[src/rtl/seq_alu_if.sv]
// Handshake and result bundle between the controller and the registered ALU.
// The controller drives start/op/a/b, and the ALU returns its status and results.
interface seq_alu_if #(
    parameter int WIDTH = 16
);
    logic             start;
    logic [2:0]       op;
    logic [WIDTH-1:0] a;
    logic [WIDTH-1:0] b;
    logic             busy;
    logic             done;
    logic [WIDTH-1:0] result;
    logic [WIDTH-1:0] result_hi;
    logic             zero;
    logic             neg;
    logic             carry;
    logic             ovf;

    modport master (
        output start, op, a, b,
        input  busy, done, result, result_hi, zero, neg, carry, ovf
    );

    modport slave (
        input  start, op, a, b,
        output busy, done, result, result_hi, zero, neg, carry, ovf
    );
endinterface

[src/rtl/seq_alu.sv]
// Registered ALU with a start/done handshake and status flags.
// Signed multiply is done as WIDTH shift-add steps on magnitudes, followed by a sign fix-up.
module seq_alu #(
    parameter int WIDTH = 16
) (
    input  logic       clk,
    input  logic       rst,
    seq_alu_if.slave   bus
);
    localparam int CW = $clog2(WIDTH + 1);

    localparam logic [2:0] OP_ADD = 3'b001;
    localparam logic [2:0] OP_SUB = 3'b010;
    localparam logic [2:0] OP_AND = 3'b011;
    localparam logic [2:0] OP_OR  = 3'b100;
    localparam logic [2:0] OP_NOT = 3'b101;
    localparam logic [2:0] OP_MUL = 3'b110;

    typedef enum logic [1:0] {IDLE, MUL, FIX} state_t;

    state_t               state_q, state_d;
    logic [2*WIDTH-1:0]   mcand_q, mcand_d;
    logic [2*WIDTH-1:0]   acc_q, acc_d;
    logic [WIDTH-1:0]     mplier_q, mplier_d;
    logic [CW-1:0]        cnt_q, cnt_d;
    logic                 sign_q, sign_d;
    logic [WIDTH-1:0]     result_q, result_d;
    logic [WIDTH-1:0]     result_hi_q, result_hi_d;
    logic                 zero_q, zero_d;
    logic                 neg_q, neg_d;
    logic                 carry_q, carry_d;
    logic                 ovf_q, ovf_d;
    logic                 done_q, done_d;

    logic [WIDTH-1:0]     abs_a, abs_b;
    logic [WIDTH-1:0]     add_b;
    logic [WIDTH:0]       sum_w;
    logic [2*WIDTH-1:0]   prod;
    logic [WIDTH-1:0]     alu_res;
    logic                 alu_carry, alu_ovf;

    // Negating the most negative value yields 2^(W-1), which is still correct when read as unsigned.
    assign abs_a = bus.a[WIDTH-1] ? -bus.a : bus.a;
    assign abs_b = bus.b[WIDTH-1] ? -bus.b : bus.b;
    assign prod  = sign_q ? -acc_q : acc_q;

    // Subtraction is computed as a + ~b + 1, so one adder serves both add and sub.
    assign add_b = (bus.op == OP_SUB) ? ~bus.b : bus.b;
    assign sum_w = {1'b0, bus.a} + {1'b0, add_b} + {{WIDTH{1'b0}}, (bus.op == OP_SUB)};

    always_comb begin
        alu_res   = '0;
        alu_carry = 1'b0;
        alu_ovf   = 1'b0;
        case (bus.op)
            OP_ADD, OP_SUB: begin
                alu_res   = sum_w[WIDTH-1:0];
                alu_carry = sum_w[WIDTH];
                alu_ovf   = (bus.a[WIDTH-1] == add_b[WIDTH-1]) &&
                            (sum_w[WIDTH-1] != bus.a[WIDTH-1]);
            end
            OP_AND:  alu_res = bus.a & bus.b;
            OP_OR:   alu_res = bus.a | bus.b;
            OP_NOT:  alu_res = ~bus.b;
            default: alu_res = '0;
        endcase
    end

    always_comb begin
        state_d     = state_q;
        mcand_d     = mcand_q;
        acc_d       = acc_q;
        mplier_d    = mplier_q;
        cnt_d       = cnt_q;
        sign_d      = sign_q;
        result_d    = result_q;
        result_hi_d = result_hi_q;
        zero_d      = zero_q;
        neg_d       = neg_q;
        carry_d     = carry_q;
        ovf_d       = ovf_q;
        done_d      = 1'b0;

        case (state_q)
            IDLE: begin
                if (bus.start) begin
                    if (bus.op == OP_MUL) begin
                        mcand_d  = {{WIDTH{1'b0}}, abs_a};
                        mplier_d = abs_b;
                        sign_d   = bus.a[WIDTH-1] ^ bus.b[WIDTH-1];
                        acc_d    = '0;
                        cnt_d    = '0;
                        state_d  = MUL;
                    end else begin
                        result_d    = alu_res;
                        result_hi_d = {WIDTH{alu_res[WIDTH-1]}};
                        zero_d      = (alu_res == '0);
                        neg_d       = alu_res[WIDTH-1];
                        carry_d     = alu_carry;
                        ovf_d       = alu_ovf;
                        done_d      = 1'b1;
                    end
                end
            end
            MUL: begin
                acc_d    = acc_q + (mplier_q[0] ? mcand_q : '0);
                mcand_d  = mcand_q << 1;
                mplier_d = mplier_q >> 1;
                cnt_d    = cnt_q + CW'(1);
                if (cnt_q == CW'(WIDTH - 1)) begin
                    state_d = FIX;
                end
            end
            FIX: begin
                result_d    = prod[WIDTH-1:0];
                result_hi_d = prod[2*WIDTH-1:WIDTH];
                zero_d      = (prod[WIDTH-1:0] == '0);
                neg_d       = prod[WIDTH-1];
                carry_d     = 1'b0;
                ovf_d       = (prod[2*WIDTH-1:WIDTH] != {WIDTH{prod[WIDTH-1]}});
                done_d      = 1'b1;
                state_d     = IDLE;
            end
            default: state_d = IDLE;
        endcase
    end

    always_ff @(posedge clk or posedge rst) begin
        if (rst) begin
            state_q     <= IDLE;
            mcand_q     <= '0;
            acc_q       <= '0;
            mplier_q    <= '0;
            cnt_q       <= '0;
            sign_q      <= 1'b0;
            result_q    <= '0;
            result_hi_q <= '0;
            zero_q      <= 1'b1;
            neg_q       <= 1'b0;
            carry_q     <= 1'b0;
            ovf_q       <= 1'b0;
            done_q      <= 1'b0;
        end else begin
            state_q     <= state_d;
            mcand_q     <= mcand_d;
            acc_q       <= acc_d;
            mplier_q    <= mplier_d;
            cnt_q       <= cnt_d;
            sign_q      <= sign_d;
            result_q    <= result_d;
            result_hi_q <= result_hi_d;
            zero_q      <= zero_d;
            neg_q       <= neg_d;
            carry_q     <= carry_d;
            ovf_q       <= ovf_d;
            done_q      <= done_d;
        end
    end

    assign bus.busy      = (state_q != IDLE);
    assign bus.done      = done_q;
    assign bus.result    = result_q;
    assign bus.result_hi = result_hi_q;
    assign bus.zero      = zero_q;
    assign bus.neg       = neg_q;
    assign bus.carry     = carry_q;
    assign bus.ovf       = ovf_q;
endmodule
[src/flat_wrapper.sv]
// flat-port wrapper written by rule: the top's interface ports become plain ports
module seq_alu_flat 
#(
    parameter int WIDTH = 16
)
  (clk, rst, bus_start, bus_op, bus_a, bus_b, bus_busy, bus_done, bus_result, bus_result_hi, bus_zero, bus_neg, bus_carry, bus_ovf);
  seq_alu_if #(.WIDTH(WIDTH)) bus_i ();
  input  logic clk;
  input  logic rst;
  input wire logic [$bits(bus_i.start)-1:0] bus_start;
  input wire logic [$bits(bus_i.op)-1:0] bus_op;
  input wire logic [$bits(bus_i.a)-1:0] bus_a;
  input wire logic [$bits(bus_i.b)-1:0] bus_b;
  output wire logic [$bits(bus_i.busy)-1:0] bus_busy;
  output wire logic [$bits(bus_i.done)-1:0] bus_done;
  output wire logic [$bits(bus_i.result)-1:0] bus_result;
  output wire logic [$bits(bus_i.result_hi)-1:0] bus_result_hi;
  output wire logic [$bits(bus_i.zero)-1:0] bus_zero;
  output wire logic [$bits(bus_i.neg)-1:0] bus_neg;
  output wire logic [$bits(bus_i.carry)-1:0] bus_carry;
  output wire logic [$bits(bus_i.ovf)-1:0] bus_ovf;
  assign bus_i.start = bus_start;
  assign bus_i.op = bus_op;
  assign bus_i.a = bus_a;
  assign bus_i.b = bus_b;
  assign bus_busy = bus_i.busy;
  assign bus_done = bus_i.done;
  assign bus_result = bus_i.result;
  assign bus_result_hi = bus_i.result_hi;
  assign bus_zero = bus_i.zero;
  assign bus_neg = bus_i.neg;
  assign bus_carry = bus_i.carry;
  assign bus_ovf = bus_i.ovf;
  seq_alu #(.WIDTH(WIDTH)) u_core (.clk(clk), .rst(rst), .bus(bus_i));
endmodule
[config.mk]
export PLATFORM = sky130hd
export DESIGN_NAME = seq_alu_flat
export DESIGN_NICKNAME = d
export VERILOG_FILES = /design/src/rtl/seq_alu_if.sv /design/src/rtl/seq_alu.sv /design/src/flat_wrapper.sv
export SDC_FILE = /design/constraint.sdc
export NUM_CORES = 1
export LEC_CHECK = 0
export BUFFER_PORTS_ARGS = -buffer_cell sky130_fd_sc_hd__buf_2
export CAP_MARGIN = 30
export CORE_MARGIN = 2
export CORE_UTILIZATION = 60
export CTS_CLUSTER_SIZE = 30
export DETAILED_ROUTE_END_ITERATION = 8
export PLACE_DENSITY = 0.9
export SLEW_MARGIN = 40
export SYNTH_ARGS = -nofsm -noshare
export SYNTH_HDL_FRONTEND = slang
export SYNTH_SLANG_ARGS = --single-unit
[constraint.sdc]
create_clock -name clk -period 5.9 [get_ports clk]
set_input_delay 1.18 -clock clk [delete_from_list [all_inputs] [get_ports clk]]
set_output_delay 1.18 -clock clk [all_outputs]
set_load 0.02 [all_outputs]
## After elaboration in Yosys (flattened, before gate mapping)

Cells that the tools add are included.

- Flip-flop bits (word level): 125
- Output and inout port bits: 38

- Add/subtract/negate cells: 7
- Eq/ne operators: 16
- Muxes and demuxes: 45
- Bitwise logic cells: 4
- Reductions and logical operators: 12

Operators by type and width:

| cell | number |
|---|---|
| 32-bit 2-to-1 mux | 6 |
| 16-bit 2-to-1 mux | 9 |
| 32-bit case mux with 2 select lines | 2 |
| 16-bit case mux with 2 select lines | 3 |
| 16-bit case mux with 4 select lines | 1 |
| 32-bit adder | 1 |
| 16-bit zero test | 2 |
| 16-bit negator | 2 |
| 32-bit negator | 1 |
| 16-bit by 16-bit adder with 17-bit output | 1 |
| 17-bit by 1-bit adder with 17-bit output | 1 |
| 16-bit bitwise AND | 1 |
| 16-bit != test | 1 |
| 16-bit NOT | 1 |
| 16-bit bitwise OR | 1 |
| 1-bit 2-to-1 mux | 12 |
| 3-bit AND reduction | 4 |
| 5-bit 2-to-1 mux | 2 |
| 1-bit case mux with 2 select lines | 5 |
| 5-bit case mux with 2 select lines | 1 |
| 3-bit == test, second input constant | 3 |
| 3-bit by 2-bit == test with 1-bit output, second input constant | 2 |
| 2-bit 2-to-1 mux | 3 |
| 2-bit nonzero test | 3 |
| 14 further kinds | 16 |

## Logic depth before layout (Yosys ltp)

- Depth in word-level cells: 10
- Gate-level depth with buffers: 17
- Mapped depth without buffers: 13

## Least setup slack after synthesis

No wires, ideal clock.

- Kind: input port to flip-flop
- Start point: in bus_op[0]
- End point: reg u_core.result_hi_q[5] (netlist: u_core.bus.result_hi[5])
- Setup time: 0.127 ns
- Arrival time: 4.854 ns
- Path slack: 0.920 ns
- Cell stages on the path: 15
- Cell sequence: clkbuf_1 inv_1 and2_1 clkbuf_1 clkbuf_1 xnor2_1 ha_1 a31oi_1 o22ai_1 o31ai_1 o21ai_1 a211oi_1 nor2_1 clkbuf_1 a221o_2

- Cells in the longest elaborated chain, start to end: 8

Ends and longest elaborated chain:

| item | RTL line | source |
|---|---|---|
| from (decl) | flat_wrapper.sv:11 | `input wire logic [$bits(bus_i.op)-1:0] bus_op;` |
| 3-bit by 2-bit == test with 1-bit output | seq_alu.sv:48, seq_alu.sv:49, seq_alu.sv:55 |  |
| 16-bit 2-to-1 mux | seq_alu.sv:48 | `assign add_b = (bus.op == OP_SUB) ? ~bus.b : bus.b;` |
| 16-bit by 16-bit adder with 17-bit output | seq_alu.sv:49 | `assign sum_w = {1'b0, bus.a} + {1'b0, add_b} + {{WIDTH{1'b0}}, (bus.op == OP_SUB)};` |
| 17-bit by 1-bit adder with 17-bit output | seq_alu.sv:49 |  |
| 16-bit case mux with 4 select lines | seq_alu.sv:55 | `case (bus.op)` |
| 16-bit 2-to-1 mux | seq_alu.sv:87 | `if (bus.op == OP_MUL) begin` |
| 16-bit 2-to-1 mux | seq_alu.sv:86 | `if (bus.start) begin` |
| 16-bit case mux with 2 select lines | seq_alu.sv:84 | `case (state_q)` |
| to (signal assigned) | seq_alu.sv:151 | `result_hi_q <= result_hi_d;` |
| to (decl) | seq_alu.sv:28 | `logic [WIDTH-1:0] result_hi_q, result_hi_d;` |

Parallel ways exist; a longest one is shown, timed or not. The select of a mux whose other input is x is not followed.
A chain may end at the register's enable or synchronous reset.

## Final worst setup path

- Start point: in bus_op[1]
- End point: reg u_core.result_hi_q[5] (netlist: u_core.bus.result_hi[5])

The elaborated chain is that of the path after synthesis.

==> impl_results.md <==
* Outcome: completed
* Synth area leader: dfrtp_1
* Dominant synthesized flop cell: dfrtp_1
* Std-Cell Rows at 46
* Core area at 15900 sq um
* Comb pwr share at 0.419
* Post-Syn Area at 9760 sq um
* Post-synthesis mux area share at 0.00820
* Largest net degree at the start of global routing at 80
* Cells taking the most area after synthesis: dfrtp_1, ha_1, o21ai_0
* Setup TNS Final at 0 ns
* Global Route Usage Sum at 0.323
* Worst hold stages at 2
* Clock latency on the worst-skew pair at 0.44 ns
* Most frequent cell after synthesis: nand2_1
* Drt pass-1 iters at 7
* Layout fillers at 1262
* XOR/XNOR Fraction of Synth Area at 0.0975
* Die Area at 17300 sq um
* Vias at 9377
* EDFF count, synth at 0
* Ant diodes at 0
* First-pass GRT wire length at 45.4 mm
* Worst-path clk slew at 0.06 ns
* Clock sink total at 124
* Final HPWL from detailed placement at 19.7 mm
* Sequential area share after synthesis at 0.318
* Hold-fix buffers, CTS at 0
* Clock Skews at 0.0111 ns
* Post-CTS Setup Bufs at 0
* Int Power at 2.47 mW
* Max Clk Rate at 0.197 GHz
* Unique masters post-synth at 77
* Initial core utilization at 0.615
* Least-Margin Pin Slew at 0.929 ns
* Max-slew violations at 0
* Ys async rst share at 1.00
* Post-Synth Simple-Gate Area at 0.189
* Clk root buf: clkbuf_16
* Crit-path cells: buf_2, nor2b_1, buf_4, and2_1, xor2_1, ha_1, a21oi_1, nand2_1, o31ai_1, o21ai_1, buf_4, a211oi_1, nor2_1, a221o_2
* Largest family of logic cells by synthesized area: compound AO/OA/AOI/OAI gates
* Fin crit share at 0.859
* CTS H-tree lvls at 4
* R2R depth at 11
* Gr ovfl total at 0
* Clock Tree Buf Depth at 2
* DRC at 0
* Endpoint type of the worst setup path: flip-flop
* Post-DR vias/cell at 6.57
* Initial antenna violation count at 0
* Die height at 132 microns
* Final Hold Vio Count at 0
* Avg Synthesized Cell Area at 8.39 sq um
* Synth Area in Compound Gates at 0.267
* Io pins at 76
* Period minus WS final at 5.07 ns
* Seq pwr share at 0.340
* Worst hold path type: flip-flop to flip-flop
* Cell mode on critical path: buf_4
* Leak at 4.87 nW
* Worst setup SP type: input pin
* Clock power frac at 0.241
* Multi-input logic area at 6260 sq um
* Num CTS Buffers at 17
* Setup repair after global routing missed its margin: no
* Yosys warns at 0
* CTS tree: built
* Reg area at 3110 sq um
* Number of synthesized register bits at 124
* Cells after synthesis at 1164
* Switching Fraction at 0.430
* Final setup viols at 0
* Crit Path Class: input pin to flip-flop
* Finished Core Util at 0.680
* Drt initial violations at 1003
* Arr. time, crit path at 5.38 ns
* Synth Area in Adders at 0.0784
* Maximum VDD drop at 0.246 mV
* Syn Nets at 1262
* DR WL/cell at 19.2 microns
* Power Density at 401 nW/um^2
* P&R area growth vs syn at 10.6%
* Post-cts sizing count at 0
* Worst-path fanout max at 15
* Routed WL at 27.5 mm
* NetSw at 1.86 mW
* Share of layout cells above drive strength 1 at 0.118
* WP data required at 6.21 ns
* IO Port Bufs at 75
* Commonest cells in the netlist: nand2_1, dfrtp_1, o21ai_0, a21oi_1, clkbuf_1
* Width of the die at 132 microns
* Total of max-cap violations at 0
* CP max stage delay at 0.60 ns
* Layout Nets at 1297
* Normalized max-slew margin at 0.373
* Vias in the first global route at 8970
* Routed Antenna Nets at 0
* Slowest CP cell: and2_1
* GPL Wtd Cong at 0.987
* Yosys top cell area share at 0.315
==> cell families (layout without fill, tap and decap cells) <==
kind of cell | Yosys count | in the layout
AOI/OAI and AO/OA | 392 | 392
and+or+nand+nor | 376 | 376
DFF | 124 | 124
xor gates and xnor gates | 107 | 107
buffers and inverters | 97 | 145
adders and majority gates | 60 | 60
muxes | 8 | 8
==> metal layers <==
layer,global-route usage,vias up,wire [microns]
met2,0.497,452,12500
met1,0.431,4461,11400
li1,-,4357,-
met5,0,-,0
met4,0.153,0,1130
met3,0.0764,107,2410
==> power groups by stage <==
stage / clock network [mW] / logic, mW / registers [mW]
after floorplan: 0 / 1.29 / 1.43
after global placement: 0 / 1.71 / 1.46
after detailed placement: 0 / 1.77 / 1.47
after CTS: 1.05 / 1.79 / 1.46
after global routing: 1.09 / 2.01 / 1.51
final: 1.04 / 1.82 / 1.47
==> flip-flops by register name, summed over array words and instances (netlist names) <==
register,cells
u_core.acc_q,32
u_core.bus.carry,1
u_core.bus.done,1
u_core.bus.neg,1
u_core.bus.ovf,1
u_core.bus.result,15
u_core.bus.result_hi,16
u_core.bus.zero,1
u_core.cnt_q,5
u_core.mcand_q,32
u_core.mplier_q,16
u_core.sign_q,1
u_core.state_q,2
==> layout make-up <==
cell class / instances / area share
Clock buffer: 21 / 0.0426
Clock inverter: 11 / 0.0111
Inverter: 25 / 0.00915
Multi-Input combinational cell: 943 / 0.580
Sequential cell: 124 / 0.288
Tap cell: 216 / 0.0250
Timing Repair Buffer: 88 / 0.0445
==> critical path, delay by kind of cell <==
| kind | cells | cell delay, ns |
|---|---|---|
| buffers and inverters | 3 | 0.62 |
| adder cells (fa/ha/maj) | 1 | 0.37 |
| XOR/XNOR | 1 | 0.20 |
| AO/OA/AOI/OAI | 5 | 1.78 |
| AND/OR/NAND/NOR | 4 | 1.22 |
==> placed cells by master, fill, tap and decap left out, types with 22 or more instances in the layout <==
cell     instances
dfrtp_1        121
inv_1           24
a21oi_1         71
xnor2_1         52
o21ai_0        116
buf_2           75
and2_1          35
ha_1            58
nor3_1          24
o31ai_1         25
nor2_1          59
nand2_1        148
a21o_1          22
xor2_1          53
==> path summary, 6_finish.rpt <==
| kind | slack, ns | to | from |
|---|---|---|---|
| worst max-delay path | 0.83 | u_core.bus.result_hi[5] | bus_op[1] |
| worst min-delay path | 0.47 | u_core.bus.result[2] | u_core.bus.result[2] |
| worst max register to register | 1.68 | u_core.acc_q[29] | u_core.mplier_q[0] |
| worst min register to register | 0.47 | u_core.bus.result[2] | u_core.bus.result[2] |
| max in group asynchronous | 4.00 | u_core.mcand_q[19] | rst |
| min in group asynchronous | 0.84 | u_core.bus.result[1] | rst |
==> stage by stage <==
stage          cell area [sq um]  instances  power [mW]  hold slack, ns  setup WS (ns)
3_5_place_dp               10200       1395        3.24           0.467          0.522
4_1_cts                    10800       1427        4.30           0.480          0.912
5_1_grt                    10800       1428        4.61           0.499          0.565
6_report                   10800       1428        4.34           0.471          0.830
2_1_floorplan               9760       1164        2.72           0.450          0.920
3_3_place_gp               10200       1395        3.16           0.458          0.562
Note: power is estimated with default switching activity, not from simulation.
